**src/rtl/instr_fetch.sv**
```systemverilog
// Instruction fetch stage: owns the program counter, fetches one 16-bit word
// at a time from instruction memory over a req/ack handshake, and holds it in
// IR until the controller takes it. Redirects restart fetch at a new address,
// and a redirect that arrives while a read is in flight drops that read's data.
module instr_fetch #(
  parameter logic [15:0] RESET_PC = 16'h0000
) (
  input  logic        clk,
  input  logic        reset,
  output logic        imem_req,
  output logic [15:0] imem_addr,
  input  logic        imem_ack,
  input  logic [15:0] imem_rdata,
  output logic [15:0] IR,
  output logic        ir_valid,
  input  logic        ir_take,
  output logic [15:0] pc,
  input  logic        redirect,
  input  logic [15:0] redirect_pc,
  output logic [15:0] fetch_count
);

  // IDLE only follows reset; DISCARD waits out a read whose data is stale.
  typedef enum logic [1:0] {
    IDLE    = 2'd0,
    REQ     = 2'd1,
    HOLD    = 2'd2,
    DISCARD = 2'd3
  } state_t;

  state_t      state_q,    state_next;
  logic [15:0] fetch_pc_q, fetch_pc_next;
  logic [15:0] target_q,   target_next;
  logic [15:0] ir_q,       ir_next;
  logic        valid_q,    valid_next;
  logic [15:0] pc_q,       pc_next;
  logic [15:0] count_q,    count_next;

  // Register all fetch state; reset returns to IDLE mid-request as well.
  // NOTE: sequential state uses non-blocking assignments so every register
  // samples the pre-edge values computed by the combinational block.
  always_ff @(posedge clk or posedge reset) begin
    if (reset) begin
      state_q    <= IDLE;
      fetch_pc_q <= RESET_PC;
      target_q   <= RESET_PC;
      ir_q       <= 16'h0000;
      valid_q    <= 1'b0;
      pc_q       <= RESET_PC;
      count_q    <= 16'h0000;
    end else begin
      state_q    <= state_next;
      fetch_pc_q <= fetch_pc_next;
      target_q   <= target_next;
      ir_q       <= ir_next;
      valid_q    <= valid_next;
      pc_q       <= pc_next;
      count_q    <= count_next;
    end
  end

  // Next-state and next-datapath decode; redirect outranks ack data and take.
  // NOTE: every variable gets its hold value first so no path can infer a latch.
  always_comb begin
    state_next    = state_q;
    fetch_pc_next = fetch_pc_q;
    target_next   = target_q;
    ir_next       = ir_q;
    valid_next    = valid_q;
    pc_next       = pc_q;
    count_next    = count_q;

    unique case (state_q)
      IDLE: begin
        if (redirect) fetch_pc_next = redirect_pc;
        state_next = REQ;
      end

      REQ: begin
        if (redirect) begin
          if (imem_ack) begin
            // Returned word belongs to the old stream; go straight to the target.
            fetch_pc_next = redirect_pc;
            state_next    = REQ;
          end else begin
            // Read still in flight: park the target and wait for its ack.
            target_next = redirect_pc;
            state_next  = DISCARD;
          end
        end else if (imem_ack) begin
          ir_next       = imem_rdata;
          pc_next       = fetch_pc_q;
          fetch_pc_next = fetch_pc_q + 16'd1;
          valid_next    = 1'b1;
          state_next    = HOLD;
        end
      end

      HOLD: begin
        // A take in the same cycle as a redirect is still a consumed instruction.
        if (ir_take) count_next = count_q + 16'd1;
        if (redirect) begin
          valid_next    = 1'b0;
          fetch_pc_next = redirect_pc;
          state_next    = REQ;
        end else if (ir_take) begin
          valid_next = 1'b0;
          state_next = REQ;
        end
      end

      DISCARD: begin
        if (redirect) target_next = redirect_pc;
        if (imem_ack) begin
          // The newest redirect wins even if it lands on the ack cycle.
          fetch_pc_next = redirect ? redirect_pc : target_q;
          state_next    = REQ;
        end
      end

      default: state_next = IDLE;
    endcase
  end

  // Outputs come straight from registers or from the state decode.
  assign imem_req    = (state_q == REQ) || (state_q == DISCARD);
  assign imem_addr   = fetch_pc_q;
  assign IR          = ir_q;
  assign ir_valid    = valid_q;
  assign pc          = pc_q;
  assign fetch_count = count_q;

endmodule

```
**config.mk**
```make
export PLATFORM = sky130hd
export DESIGN_NAME = instr_fetch
export DESIGN_NICKNAME = d
export VERILOG_FILES = /design/src/rtl/instr_fetch.sv
export SDC_FILE = /design/constraint.sdc
export NUM_CORES = 1
export LEC_CHECK = 0
export ABC_CLOCK_PERIOD_IN_PS = 4920
export CORE_MARGIN = 1
export CORE_UTILIZATION = 52
export CTS_CLUSTER_SIZE = 8
export DETAILED_ROUTE_END_ITERATION = 6
export PLACE_DENSITY_LB_ADDON = 0.05
export SLEW_MARGIN = 15
export SYNTH_ARGS = -nofsm -noshare
export SYNTH_HDL_FRONTEND = slang
export SYNTH_SLANG_ARGS = --single-unit
```
**constraint.sdc**
```tcl
create_clock -name clk -period 4.92 [get_ports clk]
set_input_delay 0.984 -clock clk [delete_from_list [all_inputs] [get_ports clk]]
set_output_delay 0.984 -clock clk [all_outputs]
set_load 0.01 [all_outputs]
```
* Word-level counts from Yosys, hierarchy flattened
Cells that the tools add are included.
** Cells by class
- Bitwise logic cells :: 1
- Reduce and logical (&&, ||, !) cells :: 11
- Multiplexer cells :: 22
- Equal/unequal tests :: 11
- $add $sub $neg :: 2
** Operators with widths (count)
- 16-bit two-way mux :: 8
- 16-bit one-hot mux with 3 select lines :: 1
- 16-bit by 1-bit adder with 16-bit output, second input constant :: 2
- 16-bit one-hot mux with 2 select lines :: 1
- 2-bit two-way mux :: 6
- 3-bit AND reduction :: 4
- 2-bit inequality test, second input constant :: 5
- 2-bit one-hot mux with 4 select lines :: 1
- 3-bit inequality test, second input constant :: 2
- 2-bit == test, second input constant :: 2
- 1-bit two-way mux :: 4
- 4-bit AND reduction :: 1
- 2-bit nonzero test :: 2
- 2-bit by 1-bit == test with 1-bit output, second input constant :: 1
- 2-bit logical NOT :: 1
- 2-bit by 1-bit inequality test with 1-bit output, second input constant :: 1
- 1-bit one-hot mux with 2 select lines :: 1
- 2-bit AND reduction :: 1
- 2-bit OR reduction :: 1
- 1-bit logical OR :: 1
- 1-bit NOT :: 1
** Word-level totals
- Output and inout port bits :: 66
- Word-level logic and storage cells :: 54
- Input bits :: 37
- Flip-flop bits (word level) :: 83

* Longest topological paths before layout
- Depth after elaboration :: 4
- Depth in mapped cells :: 7

* Worst setup path after synthesis
No wires, ideal clock.
- Path type :: input to register
- From :: input imem_ack
- To :: register pc_q[12], in the netlist pc[12]
- Cell stages on the path :: 5
- Data arrival time :: 2.051 ns
- Setup slack :: 2.741 ns
- Library setup time :: 0.128 ns
- Cell sequence :: buf_2 > nand3b_2 > nor2_4 > buf_4 > mux2_1
** Between the ends
- Cells in the longest elaborated chain, start to end :: 1
** RTL lines
- from (decl) :: RTL line 12 : input logic imem_ack,
- 3-bit AND reduction (no source line)
- to (signal assigned) :: RTL line 57 : pc_q <= pc_next;
- to (decl) :: RTL line 36 : logic [15:0] pc_q, pc_next;
No other way between the ends.
A chain may end at the register's enable or synchronous reset.

* Worst setup path in the final report
- From :: input redirect
- To :: register pc_q[15], in the netlist pc[15]
** Between the ends
- Cells in the longest elaborated chain, start to end :: 2
** RTL lines
- from (decl) :: RTL line 18 : input logic redirect,
- 1-bit NOT (no source line)
- 3-bit AND reduction (no source line)
No other way between the ends.

==> summary.txt <==
Synthesis
  • #FFs+latches synth: 83
  • Number of synthesized flops with an enable pin: 0
  • FFs w/ async S/R, synth: 1.00
  • Netlist cell types: 53
  • Synth Flop Type: dfrtp_1
  • Mapped cell area: 3880 µm²
  • Ys Warns: 0
  • Leading area contributor after synthesis: dfrtp_1
  • Most instantiated cells after synthesis: dfrtp_1 (83), mux2_1 (39), nand2_1 (25)
  • Syn_nets: 375
  • Post-synth top area share: 0.535
  • Cells after Synth: 336
  • Largest cells by area after synthesis: dfrtp_1 (54%), mux2_1 (11%), xnor2_1 (3.6%)
  • Most frequent cell after synthesis: dfrtp_1
  • Register area share after synthesis: 0.535
  • Mean Syn Cell Area: 11.5 µm²

Global routing
  • GR Layer Usage met3: 0.0345
  • Largest net degree at the start of global routing: 49
  • Met2 usage: 0.364
  • Initial antenna violation count: 0
  • Vias in the first global route: 2,739
  • Total grt overflow: 0
  • GR Util met1: 0.311
  • Tot GR Track Use: 0.228
  • Top Usage Layer GRT: met2
  • Global-route wire length before repair: 13.5 mm

Pwr
  • Internal: 1.54 mW
  • Sw power: 0.677 mW
  • Clock power frac: 0.245
  • Leak: 2.12 nW
  • PnR Total Power: 2.22 mW
  • Power density over the cells: 427 nW/µm²
  • VDD IR max: 0.216 mV
  • Seq pwr share: 0.447
  • Comb power frac: 0.307
  • Net Sw Frac: 0.305

Placement
  • Dpl hpwl: 5.81 mm
  • Placer Congestion: 0.810
  • Port bufs: 102

Final layout
  • Multi-input gate area: 1690 µm²
  • ANT cells: 0
  • NumNets Final: 475
  • FF/Latch Area: 2080 µm²
  • Layout cell share with drive strength beyond 1: 0.0884
  • Synthesis-to-layout area growth: 33.9%
  • Fillers: 544

Clock tree
  • Reg clk slew, reported paths: 90 ps
  • Max clock buf depth: 2
  • H-Tree Depth: 3
  • Post-CTS setup buffer count: 0
  • Root Buffer: clkbuf_8
  • Clock Latency Late Sink: 350 ps
  • Hold buffer count at cts: 0
  • Num Clock Sinks: 83
  • Post-cts repair resize count: 0
  • CTS tree: done
  • Cts bufs inserted: 9

STA
  • Worst Tran Pin Value: 915 ps
  • Max-slew violations: 0
  • Tcrit/Tclk final: 0.578
  • Slew HR: 0.390
  • TNS Setup: 0 ps
  • Clock Skew: 8.71 ps
  • RSZ-0062 raised after global routing: false
  • Hold Vio Cnt, Final: 0
  • Fin crit period: 2840 ps
  • Final setup vio count: 0
  • Fmax: 352 MHz

Worst setup path
  • Worst R2R Start: state_q[1]$_DFFE_PP0P_
  • CP Class: input port to flip-flop
  • Flop2flop setup slack: 2330 ps
  • R2r worst-path depth: 4
  • Startpoint Class: input port
  • Worst path required time: 5160 ps
  • Crit path max fanout: 29
  • Worst setup EP type: flip-flop
  • CP arrival: 3090 ps
  • Worst R2R End: target_q[8]$_DFFE_PP0P_

Status
  • Outcome: completed

Hold path
  • Hold Path Cell Cnt: 1
  • Hold path endpoint: fetch_count[15]$_DFFE_PP0P_
  • HP Class: flip-flop to flip-flop
  • Worst Hold Launch: fetch_count[15]$_DFFE_PP0P_

Route
  • Detailed Route WL: 8.42 mm
  • Initial DRC Count: 192
  • Vias: 3,010
  • Vias per cell: 5.57
  • WL/cell: 15.6 µm
  • # DRC: 0
  • Iteration count of the initial detailed-routing pass: 4
  • DRT antenna net count: 0

Floorplan
  • Core Rows: 31
  • Starting density of the core: 0.538
  • Die Wd: 88.4 µm
  • Vert. Die Dim: 88.4 µm
  • Placeable Area: 7210 µm²
  • DIE AREA: 7810 µm²
  • I/O Pins: 103

Flow run
  • Max_cap viols: 0
-- power groups by stage --
stage / Sequential, mW / Combinational [mW] / Clock [mW]
floorplan: 1.04 / 0.270 / 0
global placement: 1.00 / 0.674 / 0
detailed placement: 1.01 / 0.685 / 0
CTS: 0.993 / 0.690 / 0.555
global route: 1.02 / 0.738 / 0.583
finish: 0.992 / 0.682 / 0.544
-- metal layers --
layer / routed length, µm / vias to the layer above
met3: 396 / 16
li1: - / 1408
met1: 3790 / 1497
met2: 4070 / 89
met4: 164 / 0
met5: 0 / -
-- worst max-delay path: stages --
cell             delay (ps)
clkdlybuf4s50_1         400
buf_4                   220
nand3b_2                390
nor2_4                  480
buf_12                  250
mux2_2                  350
-- state kept, by name, summed over array words and instances, names as in the netlist --
register,cells
IR,16
fetch_count,16
imem_addr,16
ir_valid,1
pc,16
state_q,2
target_q,16
-- metrics by stage --
stage | instances | setup slack [ps] | hold slack [ps] | area [µm²] | util
2_1_floorplan | 336 | 1800 | 452 | 3880 | -
3_3_place_gp | 524 | 1750 | 460 | 4970 | 0.689
3_5_place_dp | 524 | 1730 | 467 | 4970 | 0.689
4_1_cts | 540 | 2100 | 480 | 5200 | 0.720
5_1_grt | 540 | 1920 | 504 | 5200 | 0.720
6_report | 540 | 2080 | 476 | 5200 | 0.720
-- area by class of cell --
class,instances,share of cell area
well taps,99,0.0238
repair buffers,105,0.203
inverters,6,0.00458
clock buffers,9,0.0238
multi-input cells,231,0.326
flip-flops and latches,83,0.400
clock inverters,7,0.0193
-- cell usage in the layout (no fill, tap or decap), types with 2 or more instances in the layout --
master,n
nand3_1,6
clkdlybuf4s50_1,102
o21ai_0,12
nor3_2,2
o22ai_1,9
xor2_1,8
a211oi_1,6
nor2_1,22
xnor2_1,16
o21ai_1,6
nand2b_1,3
a21o_1,2
clkbuf_8,9
or4_1,2
nand4_2,3
nor3_1,8
mux2_2,7
dfrtp_1,83
mux2_1,39
clkinvlp_4,3
ha_1,2
nand2_1,25
nand4_1,5
inv_2,2
and3_1,6
buf_4,2
inv_6,2
inv_1,3
nor2b_1,4
bufinv_16,2
a31oi_1,4
a21oi_1,10
-- worst max-delay path by stage --
stage,startpoint,endpoint,slack (ps),cells past startpoint
6_report,redirect,pc[15]$_DFFE_PP0P_,2080,6
4_1_cts,redirect,pc[3]$_DFFE_PP0P_,2100,6
3_3_place_gp,redirect,pc[15]$_DFFE_PP0P_,1750,6
5_1_grt,imem_ack,IR[10]$_DFFE_PP0P_,1920,5
2_1_floorplan,reset,IR[0]$_DFFE_PP0P_,1800,1
3_5_place_dp,redirect,pc[15]$_DFFE_PP0P_,1730,6
-- kinds of logic after synthesis --
family                   Yosys count  synth area share
AND/OR/NAND/NOR                   93             0.131
flip-flops                        83             0.535
AO/OA/AOI/OAI                     65             0.108
multiplexers                      47             0.136
XOR/XNOR                          24            0.0542
buffers and inverters             22            0.0287
adder cells (fa/ha/maj)            2           0.00645
No activity file was read; power rests on OpenSTA's default activity.
